==> config.mk <==
export PLATFORM = sky130hd
export DESIGN_NAME = des32b_align
export DESIGN_NICKNAME = d
export VERILOG_FILES = /design/src/rtl/des32b_pkg.sv /design/src/rtl/des32b_align_fsm.sv /design/src/rtl/des32b_align.sv
export SDC_FILE = /design/constraint.sdc
export NUM_CORES = 1
export LEC_CHECK = 0
export BUFFER_PORTS_ARGS = -buffer_cell sky130_fd_sc_hd__clkbuf_2
export CORE_ASPECT_RATIO = 2
export CORE_MARGIN = 1
export CORE_UTILIZATION = 55
export DETAILED_ROUTE_END_ITERATION = 8
export PLACE_DENSITY = 0.88
export SLEW_MARGIN = 20
export SYNTH_ARGS = -nofsm -noshare
export SYNTH_HDL_FRONTEND = slang
export SYNTH_HIERARCHICAL = 1
export SYNTH_SLANG_ARGS = --single-unit
==> constraint.sdc <==
create_clock -name CLKBit -period 3.97 [get_ports CLKBit]
set_input_delay 0.397 -clock CLKBit [delete_from_list [all_inputs] [get_ports CLKBit]]
set_output_delay 0.397 -clock CLKBit [all_outputs]
set_load 0.01 [all_outputs]
==> src/rtl/des32b_pkg.sv <==
// Shared types and widths for the 1:32 aligning deserializer.
package des32b_pkg;

  localparam int WORD_W = 32;
  localparam int CNT_W  = 5;
  localparam int ERR_W  = 16;

  localparam logic [WORD_W-1:0] ALIGN_WORD_DEFAULT = 32'h0F2D_A5C3;

  typedef enum logic [1:0] {
    SEARCH = 2'd0,
    CHECK  = 2'd1,
    LOCKED = 2'd2
  } state_t;

endpackage

==> src/rtl/des32b_align_fsm.sv <==
// Word-alignment state machine: decides on each word boundary whether to
// bit-slip, advance toward lock, or drop lock. Holds the match/miss counters.
module des32b_align_fsm
  import des32b_pkg::*;
#(
  parameter int LOCK_COUNT   = 4,
  parameter int UNLOCK_COUNT = 4
) (
  input  logic CLKBit,
  input  logic RSTn,
  input  logic i_boundary,
  input  logic i_match,
  input  logic i_align_en,
  output logic o_slip,
  output logic o_locked
);

  localparam logic [3:0] LOCK_C   = 4'(LOCK_COUNT);
  localparam logic [3:0] UNLOCK_C = 4'(UNLOCK_COUNT);

  state_t     r_state;
  state_t     w_state_next;
  logic [3:0] r_mcnt;
  logic [3:0] w_mcnt_next;
  logic [3:0] r_ucnt;
  logic [3:0] w_ucnt_next;
  logic [3:0] w_mcnt_inc;
  logic [3:0] w_ucnt_inc;

  assign w_mcnt_inc = r_mcnt + 4'd1;
  assign w_ucnt_inc = r_ucnt + 4'd1;

  // State and counter registers
  always_ff @(posedge CLKBit or negedge RSTn) begin
    if (!RSTn) begin
      r_state <= SEARCH;
      r_mcnt  <= '0;
      r_ucnt  <= '0;
    end else begin
      r_state <= w_state_next;
      r_mcnt  <= w_mcnt_next;
      r_ucnt  <= w_ucnt_next;
    end
  end

  // Next-state decision, evaluated only on word boundaries
  always_comb begin
    w_state_next = r_state;
    w_mcnt_next  = r_mcnt;
    w_ucnt_next  = r_ucnt;
    o_slip       = 1'b0;
    if (i_boundary) begin
      case (r_state)
        SEARCH, CHECK: begin
          if (i_align_en) begin
            if (i_match) begin
              // SEARCH has mcnt=0, so the same increment covers the first match
              if (w_mcnt_inc == LOCK_C) begin
                w_state_next = LOCKED;
                w_mcnt_next  = '0;
                w_ucnt_next  = '0;
              end else begin
                w_state_next = CHECK;
                w_mcnt_next  = w_mcnt_inc;
              end
            end else begin
              w_state_next = SEARCH;
              w_mcnt_next  = '0;
              o_slip       = 1'b1;
            end
          end
        end
        LOCKED: begin
          if (!i_align_en || i_match) begin
            w_ucnt_next = '0;
          end else if (w_ucnt_inc == UNLOCK_C) begin
            // Lock lost: restart the search without slipping on this boundary
            w_state_next = SEARCH;
            w_ucnt_next  = '0;
            w_mcnt_next  = '0;
          end else begin
            w_ucnt_next = w_ucnt_inc;
          end
        end
        default: begin
          w_state_next = SEARCH;
          w_mcnt_next  = '0;
          w_ucnt_next  = '0;
        end
      endcase
    end
  end

  assign o_locked = (r_state == LOCKED);

endmodule

==> src/rtl/des32b_align.sv <==
// 1:32 MSB-first deserializer with training-word alignment by bit slipping.
// Optional feature: define DES32B_ERRCNT_EN to enable the locked-mode
// mismatch counter on ErrCnt; otherwise ErrCnt is constant zero.
module des32b_align
  import des32b_pkg::*;
#(
  parameter logic [31:0] ALIGN_WORD   = ALIGN_WORD_DEFAULT,
  parameter int          LOCK_COUNT   = 4,
  parameter int          UNLOCK_COUNT = 4
) (
  input  logic        CLKBit,
  input  logic        RSTn,
  input  logic        DataIn,
  input  logic        AlignEn,
  output logic [31:0] DataOut,
  output logic        DataValid,
  output logic        CLKWord,
  output logic        Locked,
  output logic [4:0]  SlipCount,
  output logic [15:0] ErrCnt
);

  // Only 31 bits are stored; the 32nd bit of a word is the live DataIn.
  logic [WORD_W-2:0] r_sh;
  logic [CNT_W-1:0]  r_cnt;
  logic              r_slip_hold;
  logic [WORD_W-1:0] r_data_out;
  logic              r_data_valid;
  logic [CNT_W-1:0]  r_slip_cnt;
  logic [WORD_W-1:0] w_word;
  logic              w_boundary;
  logic              w_match;
  logic              w_slip;
  logic              w_locked;

  assign w_word     = {r_sh, DataIn};
  assign w_boundary = (r_cnt == '0);
  assign w_match    = (w_word == ALIGN_WORD);

  des32b_align_fsm #(
    .LOCK_COUNT  (LOCK_COUNT),
    .UNLOCK_COUNT(UNLOCK_COUNT)
  ) u_fsm (
    .CLKBit    (CLKBit),
    .RSTn      (RSTn),
    .i_boundary(w_boundary),
    .i_match   (w_match),
    .i_align_en(AlignEn),
    .o_slip    (w_slip),
    .o_locked  (w_locked)
  );

  // Shift register and down-counting bit counter; a slip freezes the counter
  // for the cycle after the boundary so the next boundary lands one bit later.
  always_ff @(posedge CLKBit or negedge RSTn) begin
    if (!RSTn) begin
      r_sh        <= '0;
      r_cnt       <= '1;
      r_slip_hold <= 1'b0;
    end else begin
      r_sh        <= w_word[WORD_W-2:0];
      r_slip_hold <= w_slip;
      if (!r_slip_hold) begin
        r_cnt <= r_cnt - CNT_W'(1);
      end
    end
  end

  // Word output register with one-cycle valid pulse at each boundary
  always_ff @(posedge CLKBit or negedge RSTn) begin
    if (!RSTn) begin
      r_data_out   <= '0;
      r_data_valid <= 1'b0;
    end else begin
      r_data_valid <= w_boundary;
      if (w_boundary) begin
        r_data_out <= w_word;
      end
    end
  end

  // Running count of applied slips, wrapping modulo 32
  always_ff @(posedge CLKBit or negedge RSTn) begin
    if (!RSTn) begin
      r_slip_cnt <= '0;
    end else if (w_slip) begin
      r_slip_cnt <= r_slip_cnt + CNT_W'(1);
    end
  end

`ifdef DES32B_ERRCNT_EN
  logic [ERR_W-1:0] r_err_cnt;

  // Saturating count of bad words seen while locked with training enabled
  always_ff @(posedge CLKBit or negedge RSTn) begin
    if (!RSTn) begin
      r_err_cnt <= '0;
    end else if (w_boundary && AlignEn && w_locked && !w_match &&
                 (r_err_cnt != {ERR_W{1'b1}})) begin
      r_err_cnt <= r_err_cnt + ERR_W'(1);
    end
  end

  assign ErrCnt = r_err_cnt;
`else
  assign ErrCnt = '0;
`endif

  assign DataOut   = r_data_out;
  assign DataValid = r_data_valid;
  assign CLKWord   = r_cnt[CNT_W-1];
  assign Locked    = w_locked;
  assign SlipCount = r_slip_cnt;

endmodule
==> flow_summary.ini <==
[routing]
drc = 11
drt_iter0_drc = 49
wl_mm = 5.559
viasPerCell = 5.523
firstDrtPassIters = 6
ant_nets = 0
wl_per_cell_um = 16.16
vias = 1900

[global_route]
grt_usage = 0.1959
grt_overflow = 0
antenna_found_initial = 0
grt_max_degree = 86
grt_pass1_wl_mm = 9.170
grt_pass1_vias = 1932

[worst_hold_path]
hold_path.class = input pin to async pin

[yosys]
ys_warn_count = 6
seq_area_frac_synth = 0.6466
synth-main-ff-cell = dfrtp_1
synth-seq-cells = 85
yosysUniqueCellTypes = 40
syn_area_um2 = 3299
synthArstFlopShare = 1.000
syn_avg_cell_area_um2 = 14.47
syn_inst = 228
synth_edf_count = 0

[placed_design]
dp_hpwl_mm = 3.666
port_buffers = 43
gp_congestion = 0.7678

[clock_tree]
cts.sinks = 85
clockBufferDepth = 2
clkSlewWorstSetupHoldPaths_ps = 60
cts_buffers = 9
postCtsSetupBuffers = 0
tritoncts = built
insertion_delay_ps = 330
cts-root-buf = clkbuf_16
h-tree-depth = 3
hold_buffers = 0
cts_resized = 0

[critical_path]
worstPathRequired_ps = 4180
worstPathMaxFanout = 36
start_kind = flop
cp-end-kind = flop
crit_arrival_ps = 2890
crit_type = flop to flop

[power]
p_leak_nw = 1.838
max-vdd-ir-drop_mv = 0.4646
p_per_area_nw_per_um2 = 715.0
p_total_mw = 2.729

[floorplan]
fp.dieW_um = 56.77
coreArea_um2 = 5758
die_area_um2 = 6331
io_pins = 60
rows = 39
initial_core_util = 0.5730
fp.dieH_um = 111.5

[cells_and_area]
syn_to_final_growth_pct = 15.70
insertedDiodeCount = 0
num-fill-cells = 402
drive_gt1_frac = 0.3534
final_util = 0.6630
final_nets = 287

[timing]
period_share = 0.6746
final_max_slew_viol_count = 0
timing.fmax_mhz = 373.4
finalClockSkew_ps = 5.493
rsz0062_at_grt = no
setup_violations = 0
hold_ws_ps = 99.37
worst_pin_slew_ps = 1011
tns_ps = 0
maxSlewHeadroom = 0.3170
hold_viol_final = 0
period_minus_slack_ps = 2678

[job]
maxCapViolCount = 0

[run_status]
run_status = finished with violations
violations = DRC
-- cells in the final DEF, fill, tap and decap left out, drive strengths merged, types with 4 or more instances in the layout --
cell / n
clkbuf: 52
conb: 16
dfrtp: 80
dfstp: 5
ha: 5
inv: 7
mux2: 34
nand2: 8
nand4: 4
nor2: 9
nor4bb: 4
o21ai: 7
xnor2: 5
-- worst max-delay path, cell delays in order (launching register included) --
cell	delay (ps)
dfstp_2	380
inv_1	50
ha_1	160
nor4b_4	190
buf_4	430
nor4bb_1	930
mux2_2	410
-- registers in the layout, indices dropped and copies added (netlist names) --
register	count
r_sh	31
r_cnt	5
u_fsm/r_state	2
u_fsm/r_ucnt	4
DataValid	1
SlipCount	5
r_slip_hold	1
u_fsm/r_mcnt	4
DataOut	32
-- report_power, final --
| group | internal [mW] | switching, mW | leakage [nW] |
|---|---|---|---|
| clock | 0.551 | 0.318 | 0.158 |
| sequential | 1.10 | 0.157 | 1.05 |
| combinational | 0.307 | 0.292 | 0.628 |
| total | 1.96 | 0.767 | 1.84 |
-- synth_stat cells (4+ instances only) --
| cell | instances | area share |
|---|---|---|
| dfrtp_1 | 80 | 0.61 |
| mux2_2 | 32 | 0.11 |
| buf_4 | 16 | 0.036 |
| nor2_1 | 9 | 0.010 |
| nand2_1 | 8 | 0.0091 |
| inv_1 | 6 | 0.0068 |
| o21ai_0 | 6 | 0.0091 |
| dfstp_2 | 5 | 0.040 |
| ha_1 | 5 | 0.019 |
| xnor2_1 | 5 | 0.013 |
| nand4_1 | 4 | 0.0076 |
| nor4bb_1 | 4 | 0.012 |
-- cells by family after synthesis --
kind of cell,count (synthesis),share of synthesized area
DFF,85,0.6466
and+or+nand+nor,48,0.09404
muxes,34,0.1160
buffers and inverters,26,0.05499
AOI/OAI and AO/OA,21,0.04703
xor gates and xnor gates,8,0.02124
adders and majority gates,5,0.01896
other,1,0.001137
-- layer usage --
| metal | track usage | up-vias | routed length [um] |
|---|---|---|---|
| li1 | - | 867 | - |
| met1 | 0.2246 | 975 | 2139 |
| met2 | 0.3302 | 49 | 3136 |
| met3 | 0.05110 | 9 | 187 |
| met4 | 0.1041 | 0 | 96 |
| met5 | 0 | - | 0 |
-- final timing paths --
check,from,endpoint,slack (ps),depth (start not counted)
worst max-delay path,r_cnt[0],SlipCount[1],1290,6
worst min-delay path,RSTn,DataOut[16],100,1
worst max register to register,r_cnt[0],SlipCount[1],1290,6
worst min register to register,r_sh[20],r_sh[21],390,0
max in group asynchronous,RSTn,u_fsm/r_mcnt[3],3380,1
min in group CLKBit,DataIn,r_sh[0],210,1
-- final cells by class --
| type | instances | area [um2] | area share |
|---|---|---|---|
| Multi-Input combinational cell | 132 | 1041 | 0.2727 |
| Timing Repair Buffer | 44 | 229.0 | 0.05998 |
| Sequential cell | 85 | 2133 | 0.5588 |
| Tap cell | 61 | 76.32 | 0.01999 |
| Clock buffer | 10 | 229.0 | 0.05998 |
| Clock inverter | 6 | 86.33 | 0.02262 |
| Inverter | 6 | 22.52 | 0.005900 |
-- through the flow --
| step | setup WS [ps] | std cells | cell area (um2) |
|---|---|---|---|
| finish | 1292 | 344 | 3817 |
| global route | 1117 | 344 | 3817 |
| CTS | 1277 | 344 | 3814 |
| detailed placement | 1324 | 328 | 3498 |
| global placement | 1438 | 328 | 3498 |
| floorplan | 1654 | 243 | 3356 |
(Power assumes the default switching activity.)
